File: src/rtl/roc_aer_tx.sv
// roc_aer_tx: transmit stage behind the rank-order-coding encoder.
// It takes each sorted pixel index (NEXT_INDEX / FOUND_NEXT_INDEX) and sends it
// as one address-event over a 4-phase REQ/ACK link into the SNN core. It also
// counts delivered events per image and flags protocol errors.
//
// Ports:
//   CLK, RST          single clock, synchronous active-high reset
//   NEXT_INDEX        sorted pixel index from the encoder
//   FOUND_NEXT_INDEX  1-cycle strobe, NEXT_INDEX valid
//   NEW_IMAGE         1-cycle strobe, clears EVT_CNT and sticky errors
//   AERIN_CTRL_BUSY   event in flight, encoder must hold off
//   AERIN_ADDR        AER address to the core (holds last value when idle)
//   AERIN_REQ         AER request
//   AERIN_ACK         AER acknowledge from the core
//   EVT_CNT           events completed since last NEW_IMAGE, saturating
//   DROP_ERR          sticky, a strobe arrived while busy
//   TIMEOUT_ERR       sticky, ack timeout aborted an event
//
// Build option: define ROC_AER_ACK_SYNC_EN to pass AERIN_ACK through a 2-flop
// synchronizer (core on another clock / asynchronous). Undefined, the ack
// feeds the FSM directly.
module roc_aer_tx #(
  parameter int ADDR_BITS   = 10,
  parameter int CNT_BITS    = 10,
  parameter int ACK_TIMEOUT = 255
) (
  input  logic                 CLK,
  input  logic                 RST,
  input  logic [ADDR_BITS-1:0] NEXT_INDEX,
  input  logic                 FOUND_NEXT_INDEX,
  input  logic                 NEW_IMAGE,
  output logic                 AERIN_CTRL_BUSY,
  output logic [ADDR_BITS-1:0] AERIN_ADDR,
  output logic                 AERIN_REQ,
  input  logic                 AERIN_ACK,
  output logic [CNT_BITS-1:0]  EVT_CNT,
  output logic                 DROP_ERR,
  output logic                 TIMEOUT_ERR
);

  localparam int TO_BITS = (ACK_TIMEOUT < 2) ? 1 : $clog2(ACK_TIMEOUT + 1);

  typedef enum logic [1:0] {
    IDLE,
    LATCH,
    REQ,
    ACK_LOW
  } state_t;

  state_t               state;
  state_t               next_state;
  logic                 ack_s;
  logic [ADDR_BITS-1:0] addr_reg;
  logic [TO_BITS-1:0]   to_cnt;
  logic                 to_hit;
  logic                 capture;
  logic                 load_addr;
  logic                 req_d;
  logic                 evt_done;
  logic                 abort;
  logic                 drop;

`ifdef ROC_AER_ACK_SYNC_EN
  logic ack_meta;
  logic ack_sync;

  always_ff @(posedge CLK) begin
    if (RST) begin
      ack_meta <= 1'b0;
      ack_sync <= 1'b0;
    end else begin
      ack_meta <= AERIN_ACK;
      ack_sync <= ack_meta;
    end
  end

  always_comb ack_s = ack_sync;
`else
  always_comb ack_s = AERIN_ACK;
`endif

  // Counter holds k-1 at the k-th edge spent in REQ, so the abort edge leaves
  // AERIN_REQ high for exactly ACK_TIMEOUT cycles.
  always_comb to_hit = (ACK_TIMEOUT != 0) && (to_cnt == TO_BITS'(ACK_TIMEOUT));

  // State register
  always_ff @(posedge CLK) begin
    if (RST) state <= IDLE;
    else     state <= next_state;
  end

  // Next-state logic; an ack seen on the timeout edge still wins.
  always_comb begin
    next_state = state;
    unique case (state)
      IDLE:    if (FOUND_NEXT_INDEX) next_state = LATCH;
      LATCH:   next_state = REQ;
      REQ: begin
        if (ack_s)       next_state = ACK_LOW;
        else if (to_hit) next_state = IDLE;
      end
      ACK_LOW: if (!ack_s) next_state = IDLE;
      default: next_state = IDLE;
    endcase
  end

  // Output / control decode
  always_comb begin
    AERIN_CTRL_BUSY = (state != IDLE);
    capture         = (state == IDLE) && FOUND_NEXT_INDEX;
    load_addr       = (state == LATCH);
    // REQ is registered one cycle behind state entry so the address has a
    // full cycle of setup on the link before the request rises.
    req_d           = (state == REQ) && (next_state == REQ);
    evt_done        = (state == ACK_LOW) && !ack_s;
    abort           = (state == REQ) && !ack_s && to_hit;
    drop            = FOUND_NEXT_INDEX && (state != IDLE);
  end

  always_ff @(posedge CLK) begin
    if (RST) begin
      addr_reg    <= '0;
      AERIN_ADDR  <= '0;
      AERIN_REQ   <= 1'b0;
      to_cnt      <= '0;
      EVT_CNT     <= '0;
      DROP_ERR    <= 1'b0;
      TIMEOUT_ERR <= 1'b0;
    end else begin
      if (capture)   addr_reg   <= NEXT_INDEX;
      if (load_addr) AERIN_ADDR <= addr_reg;
      AERIN_REQ <= req_d;

      if (state == REQ && ACK_TIMEOUT != 0) to_cnt <= to_cnt + TO_BITS'(1);
      else                                  to_cnt <= '0;

      // NEW_IMAGE takes priority over a same-cycle increment or error set.
      if (NEW_IMAGE) begin
        EVT_CNT     <= '0;
        DROP_ERR    <= 1'b0;
        TIMEOUT_ERR <= 1'b0;
      end else begin
        if (evt_done && EVT_CNT != '1) EVT_CNT <= EVT_CNT + CNT_BITS'(1);
        if (drop)  DROP_ERR    <= 1'b1;
        if (abort) TIMEOUT_ERR <= 1'b1;
      end
    end
  end

endmodule
File: config.mk
export PLATFORM = sky130hd
export DESIGN_NAME = roc_aer_tx
export DESIGN_NICKNAME = d
export VERILOG_FILES = /design/src/rtl/roc_aer_tx.sv
export SDC_FILE = /design/constraint.sdc
export NUM_CORES = 1
export LEC_CHECK = 0
export BUFFER_PORTS_ARGS = -buffer_cell sky130_fd_sc_hd__buf_2
export CORE_UTILIZATION = 50
export CTS_CLUSTER_DIAMETER = 120
export CTS_CLUSTER_SIZE = 24
export DETAILED_ROUTE_END_ITERATION = 6
export PLACE_DENSITY_LB_ADDON = 0.2
export SLEW_MARGIN = 25
export SYNTH_ARGS = -nofsm -noshare
export SYNTH_HDL_FRONTEND = slang
export SYNTH_SLANG_ARGS = --single-unit
export TNS_END_PERCENT = 1
File: constraint.sdc
create_clock -name CLK -period 2.51 [get_ports CLK]
set_input_delay 0 -clock CLK [delete_from_list [all_inputs] [get_ports CLK]]
set_output_delay 0 -clock CLK [all_outputs]
set_load 0.05 [all_outputs]
======== Word-level counts from Yosys, hierarchy flattened ========
Index checks and enable logic that the tools add are counted.
storage, ports and cells
  input port bits ......................... 15
  flip-flop bits (word level) ............. 43
  output and inout port bits .............. 24
cells by class
  multiplexer cells ....................... 5
  reduce and logical (&&, ||, !) cells .... 12
  equal/unequal tests ..................... 6
  add/sub/neg operators ................... 2
  bitwise gates (word level) .............. 1
operator list
  operator                 number
  $add A10 B1 Y10 const B  1
  $ne A10 B10 Y1 const B   1
  $add A8 B1 Y8 const B    1
  $eq A8 B8 Y1 const B     1
  $mux W2                  4
  $pmux W2 S4              1
  $logic_and A1 B1 Y1      7
  $eq A2 B2 Y1 const B     3
  $reduce_or A2 Y1         2
  $eq A2 B1 Y1 const B     1
  $logic_not A2 Y1         1
  $reduce_bool A2 Y1       1
  $logic_not A1 Y1         1
  $not A1 Y1               1

======== Longest topological paths before layout ========
  word-level depth ........................ 6
  gate-level depth with buffers ........... 6
  gate-level depth less buffers ........... 5

======== Least setup slack after synthesis ========
Ideal clock, no wire load.
  path kind ............................... register -> register
  start ................................... register EVT_CNT[2]
  end ..................................... register EVT_CNT[8]
  arrival ................................. 1.638 ns
  cell stages (with the launch flop) ...... 5
  setup time .............................. 0.071 ns
  path slack .............................. 0.801 ns
  path through ............................ dfxtp_1 and4_4 nand4_2 or3_1 a21oi_1
on the way
  cells in the longest elaborated chain, start to end .. 2
  elaborated cells between the ends (all ways) .. 3
  those cells by class .................... 1 x add/sub; 1 x eq/ne; 1 x reduce/logical
ends and longest elaborated chain
  item                                                                     line  text
  from (decl)                                                              36    output logic [CNT_BITS-1:0] EVT_CNT,
  from (signal assigned)                                                   143   if (evt_done && EVT_CNT != '1) EVT_CNT <= EVT_CNT + CNT_BITS'(1);
  parallel branches: the longest is 2 deep, another holds $add A10 B1 Y10  n/a
Parallel ways; which one is timed is not known.
A chain may end at the register's enable or synchronous reset.

======== Worst setup path in the final report ========
  start ................................... register state[1]
  end ..................................... register EVT_CNT[7]
on the way
  cells in the longest elaborated chain, start to end .. 3
ends and longest elaborated chain
  item                    line  text
  from (decl)             50    state_t state;
  from (signal assigned)  89    else state <= next_state;
  $eq A2 B2 Y1            115   evt_done = (state == ACK_LOW) && !ack_s;
  $logic_and A1 B1 Y1     115
  $logic_and A1 B1 Y1     143
Every way passes these cells.

==> key figures <==
Run status
  – Status: finished clean

Worst hold path
  – Worst hold path class: input port to flip-flop
  – Hold worst-path end: EVT_CNT[1]
  – Worst hold path depth: 4
  – Min-Delay Startpoint: NEW_IMAGE

Power
  – Peak VDD IR: between 0.4 and 0.5 mV
  – Power Total: about 1.2 mW
  – Seq pwr share: between 60 and 70%
  – Power Density: 557 nW/µm²
  – Clock power share: between 20% and 30%
  – Sw Share: between 20% and 30%
  – Combinational Power Share: around 11%
  – LEAKAGE: a little under 0.9 nW
  – Cell internal pwr: ~860 µW
  – Net Switching: approximately 310 µW

Floorplan
  – Die height: slightly above 60 µm
  – Core Area: between 3000 and 4000 µm²
  – Die X: 60.5 µm
  – Die area: roughly 3700 µm²
  – Row count: 20
  – IO Pins: 39
  – Starting density of the core: roughly 54%

Clock network
  – Post-CTS Setup Bufs: 0
  – PostCTS Resize Cnt: 0
  – Clk Latency, worst-skew pair: roughly 0.34 ns
  – TritonCTS clock tree: done
  – Cell chosen for the clock root: clkbuf_4
  – H-tree levels: 2
  – # clock sinks: 43
  – Clk buf depth: 2
  – Clk slew on worst S/H paths: roughly 0.12 ns
  – TritonCTS Buffers: 5

Synth
  – Mapped Cells: slightly above 200
  – Synthesized flop and latch total: 43
  – Sequential area share after synthesis: 50.4%
  – Yosys cell types: 34
  – Mean Syn Cell Area: ~8.3 µm²
  – Synth Flop Type: dfxtp_1
  – Synth warnings: 0
  – EDFF count, synth: 0
  – Net Count, Synth: about 220
  – Ys async rst share: 0%
  – Synth Cell Area: ~1700 µm²

Critical path
  – Setup slack, reg-to-reg: approximately 0.97 ns
  – Critical path class: flip-flop to flip-flop
  – Critical Path RT: about 2.8 ns
  – CP endpoint kind: flip-flop
  – Critical Path Start Type: flip-flop
  – R2r endpoint: EVT_CNT[7]
  – Worst path arrival time: between 1.5 and 2 ns
  – Reg2Reg Depth: 4
  – Worst r2r src: state[1]
  – Critical Path Fanout Max: 9

Placement
  – Routability cong.: about 0.9
  – Detailed Place HPWL: 2400 µm
  – Buffers on Ports: 38

GRT
  – Largest net degree at the start of global routing: 26
  – Vias in the first global route: approximately 1300
  – First-pass GRT wire length: about 5800 µm
  – Initial antenna violation count: 0
  – GRT Overall Usage: 21.9%
  – Total grt overflow: 0

Drt
  – Final ANT Viol Nets: 0
  – DR DRC count: 0
  – Final wirelength: 3600 µm
  – Initial DRC count: between 80 and 90
  – First-pass detailed-route iteration total: 4
  – Vias/cell: 5.09
  – Drt wl/cell: 12.0 µm
  – Vias: around 1500

STA
  – Worst Max-Slew Pin Slew: 0.684 ns
  – Endpoints failing hold: 0
  – Clk_skew: about 0.0035 ns
  – Setup violators final: 0
  – Slew Limit Headroom: a little over half
  – Slew Viols, Final: 0
  – Tcrit/Tclk final: 61.5%
  – Setup_tns: 0 ns
  – Min Clock Period, post-route: 1.54 ns
  – RSZ-0062 raised after global routing: false
  – Fmax: 648 MHz

Layout
  – Layout cells sized above 1: 19.6%
  – FILL cells: ~290
  – Area grow syn2layout: 22.3%
  – Post-layout util: 66.3%
  – Nets: 271
  – Diodes inserted: 0

Job
  – Number of max-cap violations: 0
[through the flow]
step	hold WS, ns	setup WS [ns]	cells	cell area (µm²)
detailed placement	0.245	0.994	279	1920
CTS	0.0309	0.979	299	2090
floorplan	0.0793	0.801	205	1710
global placement	0.231	1.03	279	1920
finish	0.0392	0.966	299	2090
global route	0.0605	0.900	299	2090
[power groups by stage]
stage               logic (mW)  clock network [mW]  registers (mW)
detailed placement       0.115                   0           0.731
CTS                      0.129               0.324           0.716
finish                   0.130               0.318           0.715
global placement         0.114                   0           0.730
global route             0.143               0.357           0.719
floorplan               0.0702                   0           0.744
[logic make-up (layout without fill, tap and decap cells)]
| kind of cell | after synthesis | in the layout | synth area share, % |
|---|---|---|---|
| compound gates | 40 | 40 | 14.6 |
| buf+inv | 10 | 60 | 2.49 |
| fa+ha+maj | 2 | 2 | 1.46 |
| xor+xnor | 9 | 9 | 4.61 |
| simple gates | 101 | 101 | 26.4 |
| flops | 43 | 43 | 50.4 |
[worst max path at each step]
stage                           from         end  slack (ns)  cells past startpoint
after floorplan           EVT_CNT[2]  EVT_CNT[8]        0.80                      4
after global placement      state[1]  EVT_CNT[7]        1.03                      4
after detailed placement    state[1]  EVT_CNT[7]        0.99                      4
after CTS                   state[1]  EVT_CNT[7]        0.98                      4
after global routing      EVT_CNT[6]  EVT_CNT[7]        0.90                      4
final                       state[1]  EVT_CNT[7]        0.97                      4
[placed cells by master, fill, tap and decap left out, types with 3 or more instances in the layout]
cell	count
nand2_1	54
dfxtp_1	43
buf_2	38
a21oi_1	26
nor2_1	21
dlygate4sd3_1	12
xor2_1	5
nand3_1	5
clkbuf_4	5
xnor2_1	4
nor3_1	4
nand4_1	3
o21ai_0	3
a31oi_1	3
[area by class of cell]
class,count,area (µm²),area share [%]
tap,44,55.1,2.63
multi-input combinational,152,806,38.6
clock inverter,1,5.00,0.240
sequential,43,861,41.2
clock buffer,7,45.0,2.16
inverter,2,7.51,0.359
timing repair buffer,50,310,14.9
[repair_timing]
action	CTS	global route
setup endpoints to repair	0	0
endpoints found under the hold margin	13	0
hold buffers	12	0
[cells in the mapped netlist (2+ instances only)]
library cell  instances  area share [%]
nor3_1                4             1.2
xor2_1                5             2.6
clkbuf_1              6             1.3
or3_1                 2            0.73
nand3_1               5             1.5
o21ai_0               3            0.88
inv_1                 2            0.44
ha_1                  2             1.5
a31o_2                2             1.0
nand2_1              54              12
a21oi_1              26             7.6
nand4_1               3             1.1
and3_1                2            0.73
dfxtp_1              43              50
a31oi_1               3             1.1
and2_1                2            0.73
nor2_1               21             4.6
xnor2_1               4             2.0
[worst max-delay path, stage by stage (launching register included)]
cell	delay (ns)
dfxtp_1	0.46
nand3b_1	0.17
a311oi_4	0.46
a31oi_1	0.14
a41o_1	0.21
[routing by layer]
metal  global-route usage [%]  vias up  share of wire, %
li1                         -      794                 -
met1                     27.2      686                48
met2                     36.4       38                46
met3                     6.82        5               4.7
met4                     6.82        0               1.2
met5                        0        -                 0
(Power assumes the default switching activity.)
